===== config.mk =====
export PLATFORM = sky130hd
export DESIGN_NAME = stream_pooling_n
export DESIGN_NICKNAME = d
export VERILOG_FILES = /design/src/rtl/pooling_pkg.sv /design/src/rtl/pool_line_buffer.sv /design/src/rtl/stream_pooling_n.sv
export SDC_FILE = /design/constraint.sdc
export NUM_CORES = 1
export LEC_CHECK = 0
export CAP_MARGIN = 20
export CORE_MARGIN = 5
export CORE_UTILIZATION = 62
export CTS_CLUSTER_SIZE = 24
export DETAILED_ROUTE_END_ITERATION = 8
export HOLD_SLACK_MARGIN = 0.15
export PLACE_DENSITY = 0.85
export SLEW_MARGIN = 20
export SYNTH_ARGS = -nofsm -noshare
export SYNTH_HDL_FRONTEND = slang
export SYNTH_SLANG_ARGS = --single-unit

===== constraint.sdc =====
create_clock -name clk -period 7.6 [get_ports clk]
set_input_delay 1.52 -clock clk [delete_from_list [all_inputs] [get_ports clk]]
set_output_delay 1.52 -clock clk [all_outputs]
set_load 0.02 [all_outputs]

===== src/rtl/pooling_pkg.sv =====
// Shared types and helpers for the streaming N x N pooling block.
// Holds pooling mode encodings, FSM state type and a clog2 helper.
package pooling_pkg;

  typedef enum logic {
    POOL_AVG = 1'b0,
    POOL_MAX = 1'b1
  } pool_mode_t;

  typedef enum logic [1:0] {
    IDLE  = 2'd0,
    RUN   = 2'd1,
    FLUSH = 2'd2
  } state_t;

  // Ceiling log2; returns 0 for values <= 1.
  function automatic int clog2(input int value);
    int r;
    r = 0;
    for (int v = value - 1; v > 0; v = v >> 1)
      r++;
    return r;
  endfunction

endpackage


===== src/rtl/pool_line_buffer.sv =====
// One accumulator per output column: load / add / max update plus result.
// Ports: clk, reset, en (update), first (load), mode, idx, pixel, result.
module pool_line_buffer
  import pooling_pkg::*;
#(
  parameter  int RESOLUTION = 8,
  parameter  int N          = 2,
  parameter  int DEPTH      = 14,
  localparam int LOG2N      = clog2(N),
  localparam int AW         = RESOLUTION + 2 * LOG2N,
  localparam int IW         = (clog2(DEPTH) < 1) ? 1 : clog2(DEPTH)
) (
  input  logic                  clk,
  input  logic                  reset,
  input  logic                  en,
  input  logic                  first,
  input  pool_mode_t            mode,
  input  logic [IW-1:0]         idx,
  input  logic [RESOLUTION-1:0] pixel,
  output logic [RESOLUTION-1:0] result
);

  logic [AW-1:0] acc [DEPTH];
  logic [AW-1:0] cur;
  logic [AW-1:0] ext;
  logic [AW-1:0] sum;
  logic [AW-1:0] big;
  logic [AW-1:0] avg;

  assign cur = acc[idx];
  assign ext = AW'(pixel);
  assign sum = cur + ext;
  assign big = (ext > cur) ? ext : cur;

  // Full window sum never exceeds AW bits, so the shift is exact floor.
  assign avg = sum >> (2 * LOG2N);

  always_comb begin
    result = '0;
    unique case (mode)
      POOL_AVG: result = RESOLUTION'(avg);
      POOL_MAX: result = RESOLUTION'(big);
      default:  result = '0;
    endcase
  end

  always_ff @(posedge clk or posedge reset) begin
    if (reset) begin
      for (int i = 0; i < DEPTH; i++)
        acc[i] <= '0;
    end else if (en) begin
      if (first)
        acc[idx] <= ext;
      else if (mode == POOL_AVG)
        acc[idx] <= sum;
      else
        acc[idx] <= big;
    end
  end

endmodule


===== src/rtl/stream_pooling_n.sv =====
// Streaming N x N average/max pooling over a raster-ordered square frame.
// Ports: clk, reset, mode, in_valid/in_ready/in_pixel, out_valid/out_ready/out_pixel/out_last, busy.
module stream_pooling_n
  import pooling_pkg::*;
#(
  parameter int RESOLUTION = 8,
  parameter int N          = 2,
  parameter int INPUT_SIDE = 28
) (
  input  logic                  clk,
  input  logic                  reset,
  input  logic                  mode,
  input  logic                  in_valid,
  output logic                  in_ready,
  input  logic [RESOLUTION-1:0] in_pixel,
  output logic                  out_valid,
  input  logic                  out_ready,
  output logic [RESOLUTION-1:0] out_pixel,
  output logic                  out_last,
  output logic                  busy
);

  localparam int OUTPUT_SIDE = INPUT_SIDE / N;
  localparam int LOG2N       = clog2(N);
  localparam int CW          = (clog2(INPUT_SIDE) < 1) ? 1 : clog2(INPUT_SIDE);
  localparam int IW          = (clog2(OUTPUT_SIDE) < 1) ? 1 : clog2(OUTPUT_SIDE);
  localparam logic [CW-1:0] LAST = CW'(INPUT_SIDE - 1);

  if (!((N >= 2) && ((N & (N - 1)) == 0) && (INPUT_SIDE % N == 0)))
  begin : g_bad_params
    $fatal(1, "stream_pooling_n: N must be a power of two >= 2 dividing INPUT_SIDE");
  end

  state_t                  state;
  pool_mode_t              mode_q;
  logic [CW-1:0]           col;
  logic [CW-1:0]           row;
  logic                    in_fire;
  logic                    out_fire;
  logic                    win_first;
  logic                    win_done;
  logic                    frame_end;
  pool_mode_t              eff_mode;
  logic [IW-1:0]           idx;
  logic [RESOLUTION-1:0]   lb_result;

  assign in_ready  = !(out_valid && !out_ready) && (state != FLUSH);
  assign in_fire   = in_valid && in_ready;
  assign out_fire  = out_valid && out_ready;
  assign busy      = (state != IDLE);

  assign win_first = (row[LOG2N-1:0] == '0) && (col[LOG2N-1:0] == '0);
  assign win_done  = (&row[LOG2N-1:0]) && (&col[LOG2N-1:0]);
  assign frame_end = (row == LAST) && (col == LAST);
  assign idx       = IW'(col >> LOG2N);

  // The first pixel of a frame is processed with the live mode input.
  assign eff_mode  = (state == IDLE) ? pool_mode_t'(mode) : mode_q;

  pool_line_buffer #(
    .RESOLUTION (RESOLUTION),
    .N          (N),
    .DEPTH      (OUTPUT_SIDE)
  ) u_lb (
    .clk    (clk),
    .reset  (reset),
    .en     (in_fire),
    .first  (win_first),
    .mode   (eff_mode),
    .idx    (idx),
    .pixel  (in_pixel),
    .result (lb_result)
  );

  always_ff @(posedge clk or posedge reset) begin
    if (reset) begin
      state     <= IDLE;
      mode_q    <= POOL_AVG;
      col       <= '0;
      row       <= '0;
      out_valid <= 1'b0;
      out_pixel <= '0;
      out_last  <= 1'b0;
    end else begin
      if (out_fire)
        out_valid <= 1'b0;

      if (in_fire) begin
        if (col == LAST) begin
          col <= '0;
          row <= (row == LAST) ? '0 : row + CW'(1);
        end else begin
          col <= col + CW'(1);
        end
        // A new result may overwrite only a slot being drained this cycle.
        if (win_done) begin
          out_valid <= 1'b1;
          out_pixel <= lb_result;
          out_last  <= frame_end;
        end
      end

      unique case (state)
        IDLE: begin
          if (in_fire) begin
            state  <= RUN;
            mode_q <= pool_mode_t'(mode);
          end
        end
        RUN: begin
          if (in_fire && frame_end)
            state <= FLUSH;
        end
        FLUSH: begin
          if (out_fire && out_last)
            state <= IDLE;
        end
        default: state <= IDLE;
      endcase
    end
  end

endmodule


* Yosys cells after proc, flatten, opt, wreduce, memory -nomap -nowiden
Index checks and enable logic that the tools add are counted.
W data, S select, Z words.
** Storage, ports and cells
- Output and inout port bits :: 12
- Input port bits :: 13
- Register bits :: 163
- Logic and storage cells :: 79
** Cells by class
- Bitwise logic cells :: 4
- Equality and inequality tests :: 8
- Muxes and demuxes :: 22
- Magnitude comparators :: 3
- Add/sub/neg operators :: 3
- Reductions and logical operators :: 18
** Operator list (number)
- $bwmux W140 :: 3
- $mux W140 :: 2
- $bmux W10 S4 :: 1
- $demux W10 S4 :: 1
- $mux W10 :: 4
- $pmux W8 S2 :: 1
- $add A10 B8 Y10 :: 1
- $add A5 B1 Y5 const B :: 2
- $eq A5 B5 Y1 const B :: 2
- $gt A8 B10 Y1 :: 1
- $logic_and A1 B1 Y1 :: 10
- $mux W5 :: 2
- $ne A2 B2 Y1 const B :: 4
- $mux W2 :: 3
- $pmux W2 S3 :: 1
- $reduce_and A2 Y1 :: 3
- $ge A5 B5 Y1 const B :: 1
- $lt A5 B1 Y1 const B :: 1
- $not A4 Y5 :: 1
- $mux W1 :: 4
- $not A1 Y1 :: 3
- $reduce_and A3 Y1 :: 1
- $eq A2 B1 Y1 const B :: 1
- $eq A2 B2 Y1 const B :: 1
- 3 further kinds :: 4

* Longest topological paths before layout
Gate-level depths: netlist of run 1.
- Depth after elaboration :: 9
- Mapped depth :: 18
- Depth with buffers taken out :: 13

* By module
Synthesis of run 1 repeated with hierarchy kept, for this count alone.
** Unflattened totals
- Cell total of the unflattened synthesis :: 810
- Area total of the unflattened synthesis :: 8391.8 um^2
** By module, submodules not included
- pool_line_buffer :: seq. area each 3503.4 um^2, area each 7252.0 um^2, times used 1, cells an instance 716
- stream_pooling_n :: seq. area each 575.6 um^2, area each 1139.8 um^2, times used 1, cells an instance 94

* Worst setup path after synthesis of run 1
No wires, ideal clock.
- Kind :: reg2reg
- From :: reg col[1]
- To :: reg u_lb.acc[70] (netlist bit)
- Stages on the path, launching flop included :: 18
- Path buffers :: 5
- Library setup time :: 0.129 ns
- Slack :: 3.362 ns
- Arrival :: 4.109 ns
- Required time :: 7.471 ns
- Clock period less this slack :: 4.238 ns
- Path through :: dfrtp_1 -> buf_4 -> buf_6 -> buf_2 -> mux4_2 -> nand2_1 -> o21ai_0 -> a221oi_1 -> ha_1 -> o21ai_0 -> o21ai_0 -> a221oi_1 -> and4bb_1 -> buf_4 -> a21o_4 -> a221oi_2 -> buf_4 -> o21ai_0
** Between the ends
- Cells in the longest elaborated chain, start to end :: 9
- Elaborated cells between the ends (all ways) :: 17
- Classes of those cells :: 1 x add/sub; 3 x order compare; 11 x mux; 1 x bitwise; 1 x reduce/logical
** Ends and longest elaborated chain
- start: declaration :: RTL line stream_pooling_n.sv:36 : logic [CW-1:0] col;
- start signal: assignment :: RTL line stream_pooling_n.sv:93 : col <= col + CW'(1);
- $not A4 Y5 (not written as such) (*)
- $bmux W10 S4 :: RTL line pool_line_buffer.sv:30 : assign cur = acc[idx];
- $mux W10 (not written as such) (2 in series) :: RTL line pool_line_buffer.sv:30
- $gt A8 B10 Y1 :: RTL line pool_line_buffer.sv:33 : assign big = (ext > cur) ? ext : cur;
- $mux W10 :: RTL line pool_line_buffer.sv:33
- $bwmux W140 :: RTL line pool_line_buffer.sv:57 : acc[idx] <= big;
- $mux W140 :: RTL line pool_line_buffer.sv:54 : else if (mode == POOL_AVG)
- $mux W140 (*) :: RTL line pool_line_buffer.sv:52 : if (first)
- end signal: indexed assignment :: RTL line pool_line_buffer.sv:53 : acc[idx] <= ext;
- end signal: indexed assignment :: RTL line pool_line_buffer.sv:55 : acc[idx] <= sum;
- end signal: indexed assignment :: RTL line pool_line_buffer.sv:57
- end: declaration :: RTL line pool_line_buffer.sv:23 : logic [AW-1:0] acc [DEPTH];
Every way passes the cells marked *; elsewhere a longest branch is shown, timed or not. The select of a mux whose other input is x is not followed.
A chain may end at the register's enable or synchronous reset.

* Worst setup path after layout of run 1
- From :: reg col[1]
- To :: reg u_lb.acc[130] (netlist bit)
The elaborated chain is that of the path after synthesis.

==> results.yml, run 1 <==
floorplan:
  die_h_um: 127
  initial_core_util: 0.636
  die-area_um2: 16100
  fp-row-count: 42
  boundaryPins: 25
  design.core.area_um2: 13300
  die_wd_um: 127
critical_path:
  startpoint_type: "register"
  standard_cell_with_the_maximum_stage_delay_on_the_critical_path: "sky130_fd_sc_hd__dfrtp_2"
  cp.required_ns: 7.87
  critical_path.n_buffers_inverters: 1
  crit_path_cell_trace: "buf_4 > mux4_2 > nand2_1 > o21ai_0 > a221oi_1 > ha_1 > o21ai_0 > o21ai_0 > a221oi_1 > and4bb_1 > a21o_4 > a221oi_2 > o21ai_0"
  cp_data_arrival_time_ns: 5.88
  path_class: "register to register"
  crit_path_frequent_cell: "sky130_fd_sc_hd__o21ai_0"
  crit_path_max_incr_delay_ns: 0.87
  worst-path-max-fanout: 24
  rrSetupSlack_ns: 1.99
  critical-path-top-delay-family: "compound AO/OA/AOI/OAI gates"
  end_kind: "register"
clock_tree:
  clock_insertion_delay_worst_skew_ns: 0.44
  cts_htree_levels: 4
  cts.clk_slew.worst_paths_ns: 0.06
  cts_buffer_depth: 2
  post_cts_resized: 0
  tritoncts: "built"
  clock_sink_count: 163
  clock-root-buffer: "sky130_fd_sc_hd__clkbuf_16"
  cts_setup_buffers: 0
  cts_made_buffers: 17
  cts-hold-fix-buffers: 0
synthesis:
  netlist.top_cell.by_area: "sky130_fd_sc_hd__dfrtp_1"
  yosys.area.top_type_share: 0.482
  yosys.area_share.simple: 0.102
  synth_flop_cell: "sky130_fd_sc_hd__dfrtp_1"
  synth_unique_cells: 55
  yosysWarnings: 0
  syn_nets: 762
  avgSynthCellArea_um2: 11.6
  syn_area_um2: 8460
  async_reset_ff_frac: 1.00
  synthesized_instance_count: 727
  muxShareOfSynthArea: 0.219
  synth.yosys.seq_area_share: 0.482
  synth_area_in_compound_gates: 0.114
  synth_top_family_by_area: "multiplexers"
  number_of_enable_flip_flop_cells_after_synthesis: 0
  synth.top_cells.by_area: "sky130_fd_sc_hd__dfrtp_1 (48%), sky130_fd_sc_hd__mux2_2 (12%), sky130_fd_sc_hd__mux4_2 (8.0%), sky130_fd_sc_hd__nand2_1 (3.9%), sky130_fd_sc_hd__o21ai_0 (3.5%)"
  adder_cell_fraction_of_synth_area: 0.0334
  synth.ff_latch_count: 163
  post_synthesis_share_of_cell_area_spent_on_xor_and_xnor_gates: 0.00828
detailed_routing:
  detailedRoute.firstPassIterationCount: 6
  vias_per_cell: 6.59
  route.detailed.wl_per_inst_um: 22.2
  drtAntennaViolNets: 0
  drc_errors: 0
  routed-via-count: 6088
  totalWireLength_um: 20500
  initialDrtViolationCount: 676
layout:
  final_cell_mix: "sky130_fd_sc_hd__dfrtp_1 (162), sky130_fd_sc_hd__mux2_2 (90), sky130_fd_sc_hd__nand2_1 (89), sky130_fd_sc_hd__o21ai_0 (60), sky130_fd_sc_hd__nor2_1 (38)"
  layout-drive-gt1-share: 0.234
  mostFrequentLayoutCell: "sky130_fd_sc_hd__dfrtp_1"
  design.final.nets: 770
  antenna-diode-count: 0
  final-instance-count-excl-fill: 924
  area_growth_pct: 9.85
sta:
  setup_violations: 0
  fin_crit_sh: 0.739
  slew_violations: 0
  rsz0062_at_grt: "false"
  max-slew-margin-rel: 0.238
  finalHoldViolations: 0
  max_clock_freq_ghz: 0.178
  timing_worst_slew_pin_value_ns: 1.13
  worst_clock_skew_ns: 0.0101
  fin_tns_setup_ns: 0
  finalCriticalPeriod_ns: 5.61
placement:
  dp_hpwl_um: 14200
  dpl.cell_count: 892
  placement.io_buffers: 24
  weighted_congestion_reported_at_the_end_of_routability_driven_placement: 0.999
global_route:
  grt_start_max_net_pins: 98
  grt_first_pass_wirelength_um: 33500
  grt_antenna_before_repair: 0
  overflow: 0
  globalRouteTotalUtil: 0.270
  via_count_of_the_first_global_routing_pass: 6235
worst_hold_path:
  hold_path.class: "register to register"
run:
  maxCapViolCount: 0
outcome:
  run_status: "complete, no violations"
==> cells by family (layout without fill, tap and decap cells) <==
group           count (synthesis)  after routing
simple gates                  193            193
flops                         163            163
mux                           136            136
compound gates                135            135
buf+inv                        70             91
fa+ha+maj                      22             22
xor+xnor                        8              8
==> per-stage QoR <==
stage          instance area (um2)   util  setup slack (ns)  hold slack [ns]
2_1_floorplan                 8460      -              1.68            0.440
3_3_place_gp                  8740  0.657              2.36            0.455
3_5_place_dp                  8740  0.657              2.09            0.470
4_1_cts                       9290  0.699              2.07            0.477
5_1_grt                       9290  0.699              1.52            0.498
6_report                      9290  0.699              1.99            0.481
==> final cells by class <==
| cell class | instances | area (um2) |
|---|---|---|
| Sequential cell | 163 | 4080 |
| Fill cell | 886 | 4000 |
| Clock buffer | 24 | 472 |
| Multi-Input combinational cell | 494 | 4040 |
| Tap cell | 176 | 220 |
| Clock inverter | 8 | 77.6 |
| Timing Repair Buffer | 31 | 293 |
| Inverter | 28 | 110 |
==> layer usage <==
layer	part of all wire	vias to the layer above	GRT usage	wire [um]
met4	0.037	0	0.126	749
met1	0.39	3072	0.331	7950
met5	0	-	0	0
met2	0.50	302	0.451	10300
met3	0.071	76	0.0681	1460
li1	-	2638	-	-
==> path summary, 6_finish.rpt <==
path,from,endpoint,depth (start not counted)
worst max register to register,col[1]$_DFFE_PP0P_,u_lb.acc[130]$_DFFE_PP0P_,13
worst max-delay path,col[1]$_DFFE_PP0P_,u_lb.acc[130]$_DFFE_PP0P_,13
worst min register to register,state[1]$_DFFE_PP0P_,state[0]$_DFFE_PP0P_,1
min in group asynchronous,reset,u_lb.acc[48]$_DFFE_PP0P_,2
worst min-delay path,state[1]$_DFFE_PP0P_,state[0]$_DFFE_PP0P_,1
max in group asynchronous,reset,u_lb.acc[84]$_DFFE_PP0P_,3
==> synth_stat cells, drive strengths merged, types with 8 or more instances <==
cell type and number:
buf 19, o21ai 67, a221oi 10, nor2 39, dfrtp 163, nand2 89, nor2b 8, a21oi 20
nand3 15, mux4 30, mux2 90, ha 21, inv 28, clkbuf 23, mux2i 16, nor3 17
==> sequential cells by signal, indices dropped and copies added (netlist names) <==
register   count
mode_q         1
out_last       1
row            5
out_pixel      8
state          2
col            5
out_valid      1
u_lb.acc     140
Power of run 1 is left out: the tool's default activity adds up to more than one toggle a clock period on the data nets, which glitch-free logic cannot reach.
==> run 2: changes to the inputs <==
Settings changed: CORE_UTILIZATION 62 to 56, PLACE_DENSITY 0.85 to 0.81.
Clock period 7.6 ns to 4.9 ns, I/O delays scaled along.
==> results.yml, run 2 (synthesized netlist as in run 1, its figures left out) <==
outcome:
  run_status: "complete, no violations"
sta:
  finalCriticalPeriod_ns: 4.52
  setup_ws_ns: 0.381
  timing_worst_slew_pin_value_ns: 0.939
  worst_clock_skew_ns: 0.00907
  setup_violations: 0
  fin_crit_sh: 0.922
  max-slew-margin-rel: 0.372
  finalHoldViolations: 0
  max_clock_freq_ghz: 0.221
  rsz0062_at_grt: "false"
  slew_violations: 0
  fin_tns_setup_ns: 0
layout:
  area_growth_pct: 12.1
  postLayoutCoreUtil: 0.631
  layout-drive-gt1-share: 0.251
  largest_registers: "u_lb.acc: 140 flops, out_pixel: 8 flops"
  largest_register_ffs: 140
  final_cell_mix: "sky130_fd_sc_hd__dfrtp_1 (162), sky130_fd_sc_hd__mux2_2 (90), sky130_fd_sc_hd__nand2_1 (89), sky130_fd_sc_hd__o21ai_0 (60), sky130_fd_sc_hd__nor2_1 (38)"
  design.final.nets: 782
  most_flop_heavy_register: "u_lb.acc"
  mostFrequentLayoutCell: "sky130_fd_sc_hd__dfrtp_1"
  antenna-diode-count: 0
  stdcell_area_um2: 9490
floorplan:
  die-area_um2: 17700
  initial_core_util: 0.563
  design.core.area_um2: 15000
  fp-row-count: 45
  die_h_um: 133
  die_wd_um: 133
  boundaryPins: 25
global_route:
  globalRouteTotalUtil: 0.242
  grt_first_pass_wirelength_um: 33600
  grt_start_max_net_pins: 103
  via_count_of_the_first_global_routing_pass: 6210
  overflow: 0
  grt_antenna_before_repair: 0
clock_tree:
  cts-hold-fix-buffers: 0
  cts_htree_levels: 4
  cts_made_buffers: 17
  post_cts_resized: 0
  cts_setup_buffers: 0
  clock-root-buffer: "sky130_fd_sc_hd__clkbuf_16"
  clock_sink_count: 163
  cts.clk_slew.worst_paths_ns: 0.07
  cts_buffer_depth: 2
  clock_insertion_delay_worst_skew_ns: 0.44
  tritoncts: "built"
detailed_routing:
  initialDrtViolationCount: 714
  drc_errors: 0
  detailedRoute.firstPassIterationCount: 5
  drtAntennaViolNets: 0
  route.detailed.wl_per_inst_um: 21.4
  vias_per_cell: 6.28
  routed-via-count: 5956
  totalWireLength_um: 20300
placement:
  dp_hpwl_um: 14200
  weighted_congestion_reported_at_the_end_of_routability_driven_placement: 0.904
  area_after_detailed_placement_um2: 8870
  dp_slack_ns: 0.182
  placement.io_buffers: 24
critical_path:
  startpoint_type: "register"
  cp_data_arrival_time_ns: 4.89
  crit_path_max_incr_delay_ns: 0.69
  path_class: "register to register"
  end_kind: "register"
  crit_path_cell_trace: "buf_12 > mux4_2 > a221o_1 > inv_1 > ha_1 > a211oi_1 > o21ai_0 > a221oi_1 > and4bb_1 > a21o_4 > a221oi_4 > mux2_2"
  standard_cell_with_the_maximum_stage_delay_on_the_critical_path: "sky130_fd_sc_hd__a221oi_4"
  worst-path-max-fanout: 14
  critical-path-top-delay-family: "compound AO/OA/AOI/OAI gates"
  cp.required_ns: 5.27
  critical_path.n_buffers_inverters: 2
worst_hold_path:
  hold_path.class: "register to register"
run:
  maxCapViolCount: 0
[run 2: through the flow]
step	cells	hold WS [ns]
after detailed placement	916	0.475
after global placement	916	0.457
final	948	0.483
after floorplan	727	0.440
after global routing	948	0.504
after CTS	948	0.489
[run 2: worst paths after layout]
path / startpoint / endpoint / depth (start not counted) / slack [ns]
min: u_lb.acc[49]$_DFFE_PP0P_ / u_lb.acc[49]$_DFFE_PP0P_ / 2 / 0.48
max: col[1]$_DFFE_PP0P_ / u_lb.acc[102]$_DFFE_PP0P_ / 12 / 0.38
max in group asynchronous: reset / state[1]$_DFFE_PP0P_ / 3 / 3.22
min in group asynchronous: reset / u_lb.acc[67]$_DFFE_PP0P_ / 3 / 1.04
min reg2reg: u_lb.acc[49]$_DFFE_PP0P_ / u_lb.acc[49]$_DFFE_PP0P_ / 2 / 0.48
max reg2reg: col[1]$_DFFE_PP0P_ / u_lb.acc[102]$_DFFE_PP0P_ / 12 / 0.38
[run 2: area by class of cell]
| class | instances | area, um2 |
|---|---|---|
| repair buffers | 43 | 408 |
| well taps | 188 | 235 |
| multi-input cells | 494 | 4040 |
| flip-flops and latches | 163 | 4080 |
| clock inverters | 14 | 176 |
| fillers | 1079 | 5550 |
| clock buffers | 18 | 439 |
| inverters | 28 | 109 |
[run 2: layer usage]
metal | routed length, um | track usage
met1 | 8500 | 0.317
met4 | 586 | 0.101
met3 | 1190 | 0.0502
met5 | 0 | 0
met2 | 10000 | 0.395
[run 2: worst min-delay path: cells and delay by family, from the launching register on]
| family | cells | cell delay [ns] |
|---|---|---|
| compound gates | 1 | 0.06 |
| simple gates | 1 | 0.04 |
| flops | 1 | 0.34 |
Power of run 2 is left out for the same reason.
==> run 3: changes to the inputs <==
Settings changed: CAP_MARGIN 20 to not set, SKIP_LAST_GASP set to 1, SYNTH_HIERARCHICAL set to 1.
==> results.yml, run 3 <==
detailed_routing:
  drtAntennaViolNets: 0
  vias_per_cell: 6.21
  initialDrtViolationCount: 595
  routed-via-count: 6364
  totalWireLength_um: 20100
  route.detailed.wl_per_inst_um: 19.6
  detailedRoute.firstPassIterationCount: 5
  drc_errors: 0
sta:
  fin_tns_setup_ns: 0
  worst_clock_skew_ns: 0.00890
  timing_worst_slew_pin_value_ns: 0.931
  max_clock_freq_ghz: 0.219
  setup_ws_ns: 0.341
  slew_violations: 0
  rsz0062_at_grt: "false"
  finalHoldViolations: 0
  max-slew-margin-rel: 0.377
  timing.hold.ws_ns: 0.474
  finalCriticalPeriod_ns: 4.56
  setup_violations: 0
  fin_crit_sh: 0.930
floorplan:
  die-area_um2: 17500
  fp-row-count: 44
  die_h_um: 132
  design.core.area_um2: 14600
  die_wd_um: 132
  boundaryPins: 25
  initial_core_util: 0.575
layout:
  most_flop_heavy_register: "u_lb/acc"
  stdcell_area_um2: 9470
  layout-drive-gt1-share: 0.174
  mostFrequentLayoutCell: "sky130_fd_sc_hd__nand2_1"
  design.final.nets: 863
  antenna-diode-count: 0
  area_growth_pct: 12.9
  largest_registers: "u_lb/acc: 140 flops, out_pixel: 8 flops"
  largest_register_ffs: 140
  final_cell_mix: "sky130_fd_sc_hd__nand2_1 (164), sky130_fd_sc_hd__dfrtp_1 (161), sky130_fd_sc_hd__o21ai_0 (99), sky130_fd_sc_hd__o21ai_1 (41), sky130_fd_sc_hd__nor2_1 (38)"
global_route:
  overflow: 0
  grt_first_pass_wirelength_um: 33500
  grt_antenna_before_repair: 0
  grt_start_max_net_pins: 96
  via_count_of_the_first_global_routing_pass: 6340
  globalRouteTotalUtil: 0.239
synthesis:
  synth_unique_cells: 66
  yosys.cell_count.top_type: "sky130_fd_sc_hd__nand2_1"
  netlist.top_cell.by_area: "sky130_fd_sc_hd__dfrtp_1"
  synth.ff_latch_count: 163
  synth.top_cells.by_area: "sky130_fd_sc_hd__dfrtp_1 (49%), sky130_fd_sc_hd__mux4_2 (7.5%), sky130_fd_sc_hd__nand2_1 (7.3%), sky130_fd_sc_hd__o21ai_0 (5.9%), sky130_fd_sc_hd__mux2_2 (3.2%)"
  syn_area_um2: 8390
  yosys.area.top_type_share: 0.486
  synth_flop_cell: "sky130_fd_sc_hd__dfrtp_1"
  avgSynthCellArea_um2: 10.4
  syn_nets: 845
  async_reset_ff_frac: 1.00
  yosysWarnings: 6
  synth.yosys.seq_area_share: 0.486
  synthesized_instance_count: 810
  synth_common_cells: "sky130_fd_sc_hd__nand2_1 (164), sky130_fd_sc_hd__dfrtp_1 (163), sky130_fd_sc_hd__o21ai_0 (99)"
  number_of_enable_flip_flop_cells_after_synthesis: 0
placement:
  dp_slack_ns: 0.415
  placement.io_buffers: 24
  weighted_congestion_reported_at_the_end_of_routability_driven_placement: 0.921
  dp_hpwl_um: 13500
  area_after_detailed_placement_um2: 8820
pwr:
  vdd_drop_max_v: 0.000192
  seq_power_share: 0.466
  power.leakage_nw: 4.20
  powerDensity_nw_per_um2: 305
  switching_share: 0.208
  clock_power_share: 0.499
  power_switching_mw: 0.601
  p_int_mw: 2.29
  power.combinational.fraction: 0.035
outcome:
  run_status: "complete, no violations"
clock_tree:
  cts.clk_slew.worst_paths_ns: 0.06
  cts_buffer_depth: 2
  cts_htree_levels: 4
  clock_insertion_delay_worst_skew_ns: 0.42
  cts_made_buffers: 17
  cts_setup_buffers: 0
  cts-hold-fix-buffers: 0
  post_cts_resized: 0
  tritoncts: "built"
  clock-root-buffer: "sky130_fd_sc_hd__clkbuf_16"
  clock_sink_count: 163
critical_path:
  worst-path-max-fanout: 20
  end_kind: "register"
  startpoint_type: "register"
  cp.required_ns: 5.16
  path_class: "register to register"
  cp_data_arrival_time_ns: 4.82
worst_hold_path:
  hold_path.class: "register to register"
run:
  maxCapViolCount: 0
run 3: kinds of logic (layout without fill, tap and decap cells):
family,Yosys count,in the layout,synth area share
adders and majority gates,22,22,0.0337
and+or+nand+nor,263,263,0.142
buffers and inverters,71,102,0.0409
AOI/OAI and AO/OA,205,205,0.143
xor gates and xnor gates,5,5,0.00522
DFF,163,163,0.486
muxes,81,81,0.149
run 3: power by group through the flow:
stage,Combinational (mW),Clock (mW),Sequential [mW]
finish,0.101,1.44,1.35
global route,0.113,1.53,1.34
CTS,0.101,1.46,1.35
detailed placement,0.101,0,1.37
global placement,0.101,0,1.37
floorplan,0.0641,0,1.37
run 3: worst paths after layout:
check,start,end,slack [ns],cells after the start
max reg2reg,col[1]$_DFFE_PP0N_,u_lb/acc[39]$_DFFE_PP0P_,0.34,14
min in group asynchronous,reset,u_lb/acc[41]$_DFFE_PP0P_,1.11,2
min,u_lb/acc[104]$_DFFE_PP0P_,u_lb/acc[104]$_DFFE_PP0P_,0.47,2
max in group asynchronous,reset,u_lb/acc[90]$_DFFE_PP0P_,2.90,3
min reg2reg,u_lb/acc[104]$_DFFE_PP0P_,u_lb/acc[104]$_DFFE_PP0P_,0.47,2
max,col[1]$_DFFE_PP0N_,u_lb/acc[39]$_DFFE_PP0P_,0.34,14
run 3: cell type report:
cell class | count | area (um2)
clock buffer | 21 | 480
clock inverter | 11 | 174
fill | 1098 | 5120
inverter | 23 | 96.3
multi-input combinational | 576 | 3970
sequential | 163 | 4080
tap | 184 | 230
timing repair buffer | 47 | 438
run 3: critical path, cell delays in order, from the launching register on:
cell	delay [ns]
sky130_fd_sc_hd__dfrtp_2	0.68
sky130_fd_sc_hd__buf_12	0.25
sky130_fd_sc_hd__mux4_2	0.52
sky130_fd_sc_hd__a22oi_1	0.30
sky130_fd_sc_hd__nand2_1	0.25
sky130_fd_sc_hd__inv_1	0.13
sky130_fd_sc_hd__ha_1	0.23
sky130_fd_sc_hd__nand2b_1	0.16
sky130_fd_sc_hd__a221oi_1	0.44
sky130_fd_sc_hd__o221a_2	0.31
sky130_fd_sc_hd__o21ai_0	0.11
sky130_fd_sc_hd__a211oi_1	0.40
sky130_fd_sc_hd__mux2i_1	0.24
sky130_fd_sc_hd__buf_4	0.23
sky130_fd_sc_hd__o21ai_0	0.12
run 3: metal layers:
layer | up-vias | track usage | share of wire
li1 | 2909 | - | -
met1 | 3161 | 0.326 | 0.42
met2 | 257 | 0.377 | 0.48
met3 | 37 | 0.0577 | 0.073
met4 | 0 | 0.0826 | 0.019
met5 | - | 0 | 0
run 3: metrics by stage:
step                power [mW]  utilization  std cells
global placement          1.47        0.604        993
global route              2.98        0.649       1025
detailed placement        1.47        0.604        993
finish                    2.89        0.649       1025
CTS                       2.91        0.649       1025
floorplan                 1.43            -        810
Power figures use the tool's default switching activity.
